[src/rtl/montgomery_reduce_tail_pkg.sv]
// Shared constants, stage payload type and a reference reduction for the
// Montgomery reduction tail.
package montgomery_reduce_tail_pkg;

  localparam int unsigned       MR_WIDTH     = 32;
  localparam int unsigned       MR_TAG_WIDTH = 4;
  localparam logic [MR_WIDTH-1:0] MR_Q       = 32'd4294967291;
  // R = 2^WIDTH needs one bit more than an operand.
  localparam logic [MR_WIDTH:0] MR_R         = {1'b1, {MR_WIDTH{1'b0}}};

  // Payload carried through S1/S2: x holds m (zero-extended) in S1 and m*Q in S2.
  typedef struct packed {
    logic [2*MR_WIDTH-1:0]   t;
    logic [2*MR_WIDTH-1:0]   x;
    logic [MR_TAG_WIDTH-1:0] tag;
  } mr_stage_t;

  // Reference T*R^-1 mod Q given T and m = (T mod R)*Q' mod R.
  function automatic logic [MR_WIDTH-1:0] mr_reduce_ref(
    input logic [2*MR_WIDTH-1:0] t,
    input logic [MR_WIDTH-1:0]   m
  );
    logic [2*MR_WIDTH-1:0] mq;
    logic [2*MR_WIDTH:0]   sum;
    logic [MR_WIDTH:0]     u;
    mq  = {{MR_WIDTH{1'b0}}, m} * {{MR_WIDTH{1'b0}}, MR_Q};
    sum = {1'b0, t} + {1'b0, mq};
    u   = sum[2*MR_WIDTH:MR_WIDTH];
    if (u >= {1'b0, MR_Q}) return u[MR_WIDTH-1:0] - MR_Q;
    return u[MR_WIDTH-1:0];
  endfunction

  // Reference Q' mismatch flag: the low half of T + m*Q must be zero.
  function automatic logic mr_err_ref(
    input logic [2*MR_WIDTH-1:0] t,
    input logic [MR_WIDTH-1:0]   m
  );
    logic [2*MR_WIDTH-1:0] mq;
    logic [2*MR_WIDTH-1:0] sum;
    mq  = {{MR_WIDTH{1'b0}}, m} * {{MR_WIDTH{1'b0}}, MR_Q};
    sum = t + mq;
    return |sum[MR_WIDTH-1:0];
  endfunction

endpackage

[src/rtl/montgomery_reduce_tail_if.sv]
// Valid/ready bundle for the reduction tail: operand side and result side.
interface montgomery_reduce_tail_if
  import montgomery_reduce_tail_pkg::*;
#(
  parameter int WIDTH     = MR_WIDTH,
  parameter int TAG_WIDTH = MR_TAG_WIDTH
);

  logic                   in_valid;
  logic                   in_ready;
  logic [2*WIDTH-1:0]     in_t;
  logic [2*WIDTH-1:0]     in_p;
  logic [TAG_WIDTH-1:0]   in_tag;

  logic                   out_valid;
  logic                   out_ready;
  logic [WIDTH-1:0]       out_r;
  logic [TAG_WIDTH-1:0]   out_tag;
  logic                   out_err;

  // Producer of operands / consumer of results (upstream + downstream).
  modport master (
    output in_valid, in_t, in_p, in_tag, out_ready,
    input  in_ready, out_valid, out_r, out_tag, out_err
  );

  // The reduction tail itself.
  modport slave (
    input  in_valid, in_t, in_p, in_tag, out_ready,
    output in_ready, out_valid, out_r, out_tag, out_err
  );

endinterface

[src/rtl/SignedMultiplier.sv]
// Generic combinational signed multiplier; full-width product.
module SignedMultiplier #(
  parameter int A_WIDTH = 33,
  parameter int B_WIDTH = 33
) (
  input  logic signed [A_WIDTH-1:0]         a,
  input  logic signed [B_WIDTH-1:0]         b,
  output logic signed [A_WIDTH+B_WIDTH-1:0] p
);

  // Operands are sign-extended to the product width by the signed context.
  always_comb begin
    p = a * b;
  end

endmodule

[src/rtl/mont_cond_sub.sv]
// Conditional subtract of the modulus from a (WIDTH+1)-bit value.
// Inputs are expected below 2Q, so one subtraction lands the result in [0, Q).
module mont_cond_sub
  import montgomery_reduce_tail_pkg::*;
#(
  parameter int               WIDTH = MR_WIDTH,
  parameter logic [WIDTH-1:0] Q     = MR_Q
) (
  input  logic [WIDTH:0]   a,
  output logic [WIDTH-1:0] r
);

  logic [WIDTH-1:0] diff;
  logic             take;

  // Compare on the full WIDTH+1 bits so the carry bit is honoured; the
  // difference itself always fits in WIDTH bits when a < 2Q.
  always_comb begin
    take = (a >= {1'b0, Q});
    diff = a[WIDTH-1:0] - Q;
    r    = take ? diff : a[WIDTH-1:0];
  end

endmodule

[src/rtl/montgomery_reduce_tail.sv]
// Pipelined back end of Montgomery reduction: given T and the upstream
// product p (only m = p mod R used), returns T*R^-1 mod Q with valid/ready
// flow control, tag passthrough and a Q' mismatch flag.
//
// Pipeline: S1 (T, m, tag) -> S2 (T, m*Q, tag) -> S3 (T + m*Q, tag) -> out.
// Every register stage loads when it is empty or its successor is loading,
// so bubbles collapse and a full pipe holds four operations.
module montgomery_reduce_tail
  import montgomery_reduce_tail_pkg::*;
#(
  parameter int               WIDTH     = MR_WIDTH,
  parameter logic [WIDTH-1:0] Q         = MR_Q,
  parameter int               TAG_WIDTH = MR_TAG_WIDTH
) (
  input logic                     clk,
  input logic                     rst_n,
  montgomery_reduce_tail_if.slave io
);

  // Stage occupancy.
  logic v1;
  logic v2;
  logic v3;

  // Stage load enables, chained combinationally back from out_ready.
  logic ld1;
  logic ld2;
  logic ld3;
  logic ld_o;

  // Stage payloads. S1/S2 use the shared payload type; S3 carries the sum.
  mr_stage_t              s1;
  mr_stage_t              s2;
  logic [2*WIDTH:0]       s3_sum;
  logic [TAG_WIDTH-1:0]   s3_tag;

  // m*Q via the shared signed multiplier; the extra zero MSB keeps both
  // unsigned operands non-negative.
  logic signed [WIDTH:0]     mul_a;
  logic signed [WIDTH:0]     mul_b;
  logic signed [2*WIDTH+1:0] mq_full;

  // Reduced value u = sum >> WIDTH keeps the carry into bit 2*WIDTH.
  logic [WIDTH:0]   u;
  logic [WIDTH-1:0] r_next;
  logic             err_next;

  // High half of in_p and the top multiplier bits carry no information here.
  logic unused_bits;

  // Back-pressure chain: a stage may load if it is empty or its successor loads.
  always_comb begin
    ld_o = !io.out_valid || io.out_ready;
    ld3  = !v3 || ld_o;
    ld2  = !v2 || ld3;
    ld1  = !v1 || ld2;
  end

  assign io.in_ready = ld1;

  assign mul_a = $signed({1'b0, s1.x[WIDTH-1:0]});
  assign mul_b = $signed({1'b0, Q});

  SignedMultiplier #(
    .A_WIDTH (WIDTH + 1),
    .B_WIDTH (WIDTH + 1)
  ) u_mul (
    .a (mul_a),
    .b (mul_b),
    .p (mq_full)
  );

  assign u        = s3_sum[2*WIDTH:WIDTH];
  assign err_next = |s3_sum[WIDTH-1:0];

  mont_cond_sub #(
    .WIDTH (WIDTH),
    .Q     (Q)
  ) u_csub (
    .a (u),
    .r (r_next)
  );

  assign unused_bits = ^{io.in_p[2*WIDTH-1:WIDTH],
                         s1.x[2*WIDTH-1:WIDTH],
                         mq_full[2*WIDTH+1:2*WIDTH]};

  // Stage valid bits: reset clears all in-flight work.
  always_ff @(posedge clk or negedge rst_n) begin
    if (!rst_n) begin
      v1 <= 1'b0;
      v2 <= 1'b0;
      v3 <= 1'b0;
    end else begin
      if (ld1) v1 <= io.in_valid;
      if (ld2) v2 <= v1;
      if (ld3) v3 <= v2;
    end
  end

  // Datapath registers are unreset and only load when real data moves in.
  always_ff @(posedge clk) begin
    if (ld1 && io.in_valid) begin
      s1.t   <= io.in_t;
      s1.x   <= {{WIDTH{1'b0}}, io.in_p[WIDTH-1:0]};
      s1.tag <= io.in_tag;
    end
    if (ld2 && v1) begin
      s2.t   <= s1.t;
      s2.x   <= mq_full[2*WIDTH-1:0];
      s2.tag <= s1.tag;
    end
    if (ld3 && v2) begin
      s3_sum <= {1'b0, s2.t} + {1'b0, s2.x};
      s3_tag <= s2.tag;
    end
  end

  // Output stage: reset to zero, holds steady while stalled by out_ready.
  always_ff @(posedge clk or negedge rst_n) begin
    if (!rst_n) begin
      io.out_valid <= 1'b0;
      io.out_r     <= '0;
      io.out_tag   <= '0;
      io.out_err   <= 1'b0;
    end else if (ld_o) begin
      io.out_valid <= v3;
      if (v3) begin
        io.out_r   <= r_next;
        io.out_tag <= s3_tag;
        io.out_err <= err_next;
      end
    end
  end

endmodule

[src/flat_wrapper.sv]
// flat-port wrapper written by rule: the top's interface ports become plain ports
module montgomery_reduce_tail_flat import montgomery_reduce_tail_pkg::*;
#(
  parameter int               WIDTH     = MR_WIDTH,
  parameter logic [WIDTH-1:0] Q         = MR_Q,
  parameter int               TAG_WIDTH = MR_TAG_WIDTH
)
  (clk, rst_n, io_in_valid, io_in_t, io_in_p, io_in_tag, io_out_ready, io_in_ready, io_out_valid, io_out_r, io_out_tag, io_out_err);
  montgomery_reduce_tail_if #(.WIDTH(WIDTH), .TAG_WIDTH(TAG_WIDTH)) io_i ();
  input logic clk;
  input logic rst_n;
  input wire logic [$bits(io_i.in_valid)-1:0] io_in_valid;
  input wire logic [$bits(io_i.in_t)-1:0] io_in_t;
  input wire logic [$bits(io_i.in_p)-1:0] io_in_p;
  input wire logic [$bits(io_i.in_tag)-1:0] io_in_tag;
  input wire logic [$bits(io_i.out_ready)-1:0] io_out_ready;
  output wire logic [$bits(io_i.in_ready)-1:0] io_in_ready;
  output wire logic [$bits(io_i.out_valid)-1:0] io_out_valid;
  output wire logic [$bits(io_i.out_r)-1:0] io_out_r;
  output wire logic [$bits(io_i.out_tag)-1:0] io_out_tag;
  output wire logic [$bits(io_i.out_err)-1:0] io_out_err;
  assign io_i.in_valid = io_in_valid;
  assign io_i.in_t = io_in_t;
  assign io_i.in_p = io_in_p;
  assign io_i.in_tag = io_in_tag;
  assign io_i.out_ready = io_out_ready;
  assign io_in_ready = io_i.in_ready;
  assign io_out_valid = io_i.out_valid;
  assign io_out_r = io_i.out_r;
  assign io_out_tag = io_i.out_tag;
  assign io_out_err = io_i.out_err;
  montgomery_reduce_tail #(.WIDTH(WIDTH), .Q(Q), .TAG_WIDTH(TAG_WIDTH)) u_core (.clk(clk), .rst_n(rst_n), .io(io_i));
endmodule
[config.mk]
export PLATFORM = sky130hd
export DESIGN_NAME = montgomery_reduce_tail_flat
export DESIGN_NICKNAME = d
export VERILOG_FILES = /design/src/rtl/montgomery_reduce_tail_pkg.sv /design/src/rtl/montgomery_reduce_tail_if.sv /design/src/rtl/SignedMultiplier.sv /design/src/rtl/mont_cond_sub.sv /design/src/rtl/montgomery_reduce_tail.sv /design/src/flat_wrapper.sv
export SDC_FILE = /design/constraint.sdc
export NUM_CORES = 2
export LEC_CHECK = 0
export ABC_AREA = 0
export BUFFER_PORTS_ARGS = -buffer_cell sky130_fd_sc_hd__buf_2
export CAP_MARGIN = 10
export CELL_PAD_IN_SITES_DETAIL_PLACEMENT = 0
export CELL_PAD_IN_SITES_GLOBAL_PLACEMENT = 2
export CORE_UTILIZATION = 43
export CTS_BUF_LIST = sky130_fd_sc_hd__clkbuf_16
export CTS_CLUSTER_SIZE = 16
export DETAILED_ROUTE_END_ITERATION = 10
export GPL_TIMING_DRIVEN = 0
export PLACE_DENSITY_LB_ADDON = 0.1
export SLEW_MARGIN = 20
export SYNTH_ARGS = -nofsm -noshare
export SYNTH_HDL_FRONTEND = slang
export SYNTH_SLANG_ARGS = --single-unit
export TNS_END_PERCENT = 1
[constraint.sdc]
create_clock -name clk -period 10.6 [get_ports clk]
set_input_delay 0.53 -clock clk [delete_from_list [all_inputs] [get_ports clk]]
set_output_delay 0.53 -clock clk [all_outputs]
set_load 0.02 [all_outputs]
After elaboration in Yosys (flattened, before gate mapping)
Index checks and enable logic that the tools add are counted.
{"block": "classes", "magnitude_cmp": 1, "multipliers": 1, "reduce_logical": 13, "mux": 1, "addsub": 2}
{"cell": "$add 64x64->65", "count": 1}
{"cell": "$mul 32x32->64 const B", "count": 1}
{"cell": "$ge 33x32->1 const B", "count": 1}
{"cell": "$mux 32", "count": 1}
{"cell": "$reduce_or 32->1", "count": 1}
{"cell": "$sub 32x32->32 const B", "count": 1}
{"cell": "$logic_not 1->1", "count": 4}
{"cell": "$logic_or 1x1->1", "count": 4}
{"cell": "$logic_and 1x1->1", "count": 3}
{"cell": "$reduce_and 2->1", "count": 1}
{"block": "word_totals", "word_cells": 33, "in_bits": 136, "regBits": 342, "out_inout_bits": 39}

Depth between registers and ports, before layout
{"block": "depth", "depth_word": 6, "mapped_depth": 30, "depth_no_buf": 29}

Hierarchy
From an unflattened synthesis, not the netlist that was laid out.
{"block": "unflattened", "hier_cells": 5351, "hier_area_um2": 54567.3}
{"mod": "SignedMultiplier", "area_per_inst_um2": 39141.3, "instances": 1, "cells_per_inst": 4256, "seq_area_each_um2": 0.0}
{"mod": "montgomery_reduce_tail", "area_per_inst_um2": 14488.9, "instances": 1, "cells_per_inst": 973, "seq_area_each_um2": 10064.7}
{"mod": "mont_cond_sub", "area_per_inst_um2": 937.1, "instances": 1, "cells_per_inst": 122, "seq_area_each_um2": 0.0}

Worst setup path before layout
OpenSTA, ideal clock, no wires.
{"block": "synth_path", "path_type": "register to register", "from": "register u_core.s1, in the netlist u_core.mul_a[12]", "to": "register u_core.s2[64] in the netlist's numbering (data pin)", "n_path_buf": 1, "synth_period_minus_slack_ns": 7.521, "slack_ns": 3.079, "t_arrival_ns": 7.261, "setup_time_ns": 0.260, "path_stages_with_launch": 27, "path_cell_list": "edfxtp_1 -> inv_1 -> fa_1 -> inv_1 -> fa_1 -> inv_1 -> fa_1 -> fa_1 -> inv_1 -> fa_1 -> fa_1 -> fa_1 -> inv_1 -> fa_1 -> inv_1 -> ha_1 -> clkbuf_1 -> and3_1 -> a21oi_1 -> a21boi_0 -> o2111a_1 -> a21oi_1 -> a31oi_1 -> o31ai_1 -> a21o_1 -> a21oi_1 -> xnor2_1"}
{"block": "synth_via", "elab_chain_len": 1}
{"element": "start: declaration", "line": "montgomery_reduce_tail.sv:32", "rtl": "mr_stage_t s1;"}
{"element": "$mul 32x32->64", "line": "SignedMultiplier.sv:13", "rtl": "p = a * b;"}
{"element": "named net u_core.mq_full[60]", "line": "montgomery_reduce_tail.sv:41", "rtl": "logic signed [2*WIDTH+1:0] mq_full;"}
{"element": "end: declaration", "line": "montgomery_reduce_tail.sv:33", "rtl": "mr_stage_t s2;"}
The timed path passes the listed nets, and every way through them passes these cells.
A chain may end at the register's enable or synchronous reset.

Worst setup path in the final report
{"block": "layout_path", "from": "register u_core.s1, in the netlist u_core.mul_a[12]", "to": "register u_core.s2[66] in the netlist's numbering (data pin)"}
Same word-level chain as after synthesis.

==> impl_metrics.yaml <==
timing:
  worst_slew_pin_slew_ps: 896.5
  fin_crit_ps: 8907
  drv_slew: 0
  max_slew_margin_pct: 40.24
  setup_viol: 0
  finalHoldViolations: 0
  hold_slack_ps: 59.47
  finalCritPeriodShare_pct: 84.02
  rsz0062_at_grt: "no"
  finalSetupTns_ps: 0
  fin_worst_skew_ps: 21.33
  fmax_mhz: 112.3
layout:
  drive_gt1_share_pct: 8.199
  nets: 4155
  num-fill-cells: 7210
  layout_commonest_cell: "inv_1"
  layout_common_cells: "inv_1, fa_1, ha_1, edfxtp_1, xnor2_1"
  syn_to_final_growth_pct: 10.56
worst_hold_path:
  hp-class: "in2async"
floorplanning:
  fp-row-count: 102
  core_area_mm2: 0.07759
  start_util_pct: 43.60
  die_x_um: 282.5
  ios: 175
  dieHeight_um: 282.5
  die_area_mm2: 0.07981
route:
  drt-total-wl_mm: 88.65
  vias_per_cell: 5.047
  dr.pass1.iters: 5
  drt_iter0_drc: 1106
  wire_per_inst_um: 20.75
  vias: 21570
  drc: 0
  ant_nets: 0
grt:
  antenna_found_initial: 1
  grt_pass1_vias: 23450
  gr-usage-all-layers_pct: 22.81
  gr-usage-met1_pct: 31.89
  grt-ovfl-total: 0
  grt_max_degree: 61
  use_met3_pct: 2.965
  grt.busiest_layer: "met2"
  grt_first_pass_wirelength_mm: 136.0
  use_met2_pct: 36.90
job:
  cap_viol_max_count: 0
cts:
  clock_sinks: 342
  cts_resized: 0
  cts_buffers: 40
  cts-htree-levels: 2
  postCtsSetupBuffers: 0
  clock_tree.root_cell: "clkbuf_16"
  clockBufferDepth: 3
  postCtsHoldBufs: 0
  cts_tree: "done"
  path_clk_slew_ps: 70
  clk_latency_ps: 590
setup_path:
  critical_path.endpoint_type: "register"
  criticalPathCategory: "reg2reg"
  cp_common_cell: "fa_1"
  critPathArrivalTime_ps: 9210
  critPathLaunchType: "register"
  cp_data_required_time_ps: 10900
  crit_path_max_incr_delay_ps: 670
  cp_slowest_cell: "fa_1"
  crit_fanout: 7
yosys:
  yosys_most_used_dff: "edfxtp_1"
  seq_area_frac_synth_pct: 29.75
  netlist_instances: 3012
  avgSynthCellArea_um2: 11.23
  synth_fp_nets: 3966
  async_reset_ff_share_pct: 11.99
  ys_warn_count: 0
  syn-cell-area_mm2: 0.03383
  ys_types: 80
  synth-seq-cells: 342
  synth_edf_count: 301
place:
  gp_congestion: 0.9308
  io_buffer_count: 142
  place_hpwl_mm: 76.81
run_status:
  run_status: "complete, no violations"
## through the flow
stage               instance area [µm²]  worst slack, ps  utilization [%]  std cells
finish                            37410             1693            48.21       4273
global placement                  35850             1756            46.20       4194
floorplan                         33840             3079                -       3012
global route                      37410             1154            48.21       4273
detailed placement                35990             1670            46.39       4199
CTS                               37410             1633            48.21       4272
## state kept, by name, indices dropped and copies added, names as in the netlist, 4 cells and up
signal and cells:
u_core.s2 132, u_core.io.out_tag 4, u_core.s3_tag 4, u_core.io.out_r 32, u_core.mul_a 32, u_core.s3_sum 65, u_core.s1 68
## metal layers
layer,up-vias,routed length [µm]
met1,10630,42350
met4,0,2638
li1,10410,-
met3,113,3408
met2,413,40250
met5,-,0
## Yosys cell counts (4+ instances only)
cell / instances / area (µm²)
o31a_1: 6 / 52.55
a31oi_1: 24 / 150.1
and3_1: 26 / 162.7
nor2b_1: 9 / 56.30
o21a_1: 9 / 67.56
o21ai_1: 12 / 60.06
clkbuf_1: 63 / 236.5
o211ai_1: 8 / 60.06
nand2b_1: 12 / 75.07
nor2_1: 66 / 247.7
and2_1: 12 / 75.07
buf_2: 11 / 55.05
ha_1: 373 / 4667
mux2_2: 4 / 45.04
inv_1: 595 / 2233
a221o_1: 4 / 40.04
and4_1: 6 / 52.55
xnor2_1: 165 / 1445
a21o_1: 101 / 758.2
nor3_1: 18 / 90.09
edfxtp_1: 301 / 9039
o21bai_1: 37 / 277.8
dfrtp_1: 41 / 1026
nor4_1: 11 / 68.82
a21oi_1: 164 / 820.8
o31ai_1: 5 / 37.54
o21ai_0: 98 / 490.5
nand4_1: 39 / 244.0
fa_1: 445 / 8909
nand2_1: 138 / 518.0
maj3_1: 4 / 40.04
a211oi_1: 9 / 67.56
xor2_1: 78 / 683.2
a41oi_1: 5 / 43.79
nand3_1: 46 / 230.2
## logic make-up (layout without fill, tap and decap cells)
| group | after synthesis | in the layout | synth area share [%] |
|---|---|---|---|
| other cells | 0 | 1 | 0 |
| simple gates | 400 | 400 | 5.835 |
| fa+ha+maj | 822 | 822 | 40.24 |
| compound gates | 529 | 529 | 10.24 |
| flops | 342 | 342 | 29.75 |
| xor+xnor | 243 | 243 | 6.290 |
| buf+inv | 671 | 891 | 7.488 |
| mux | 5 | 5 | 0.1627 |
## cell type report
class / count / area, µm² / area share (%)
Antenna cell: 1 / 2.502 / 0.006689
Sequential cell: 342 / 10060 / 26.90
Inverter: 595 / 2233 / 5.970
Clock inverter: 33 / 412.9 / 1.104
Clock buffer: 40 / 1001 / 2.676
Timing Repair Buffer: 147 / 848.3 / 2.268
Multi-Input combinational cell: 1999 / 21250 / 56.79
Buffer: 76 / 300.3 / 0.8027
Tap cell: 1040 / 1301 / 3.478
## worst max-delay path, delay by kind of cell (launching register included)
family,cells,cell delay (ps)
adders and majority gates,9,4320
AOI/OAI and AO/OA,8,2540
buffers and inverters,7,710
DFF,1,560
xor gates and xnor gates,2,300
and+or+nand+nor,1,180
## final timing paths
path                                                 start                          endpoint  slack [ps]  depth (start not counted)
worst max-delay path            u_core.mul_a[12]$_DFFE_PP_           u_core.s2[66]$_DFFE_PP_        1690                         27
worst min-delay path                                 rst_n  u_core.io.out_tag[1]$_DFFE_PN0P_          60                          1
worst max register to register  u_core.mul_a[12]$_DFFE_PP_           u_core.s2[66]$_DFFE_PP_        1690                         27
worst min register to register     u_core.s1[95]$_DFFE_PP_           u_core.s2[95]$_DFFE_PP_         410                          0
max in group asynchronous                            rst_n   u_core.io.out_r[21]$_DFFE_PN0P_        9950                          1
min in group clk                                io_in_p[4]         u_core.mul_a[4]$_DFFE_PP_         110                          1
Power is left out: the tool's default activity adds up to more than one toggle a clock period on the data nets, which glitch-free logic cannot reach.
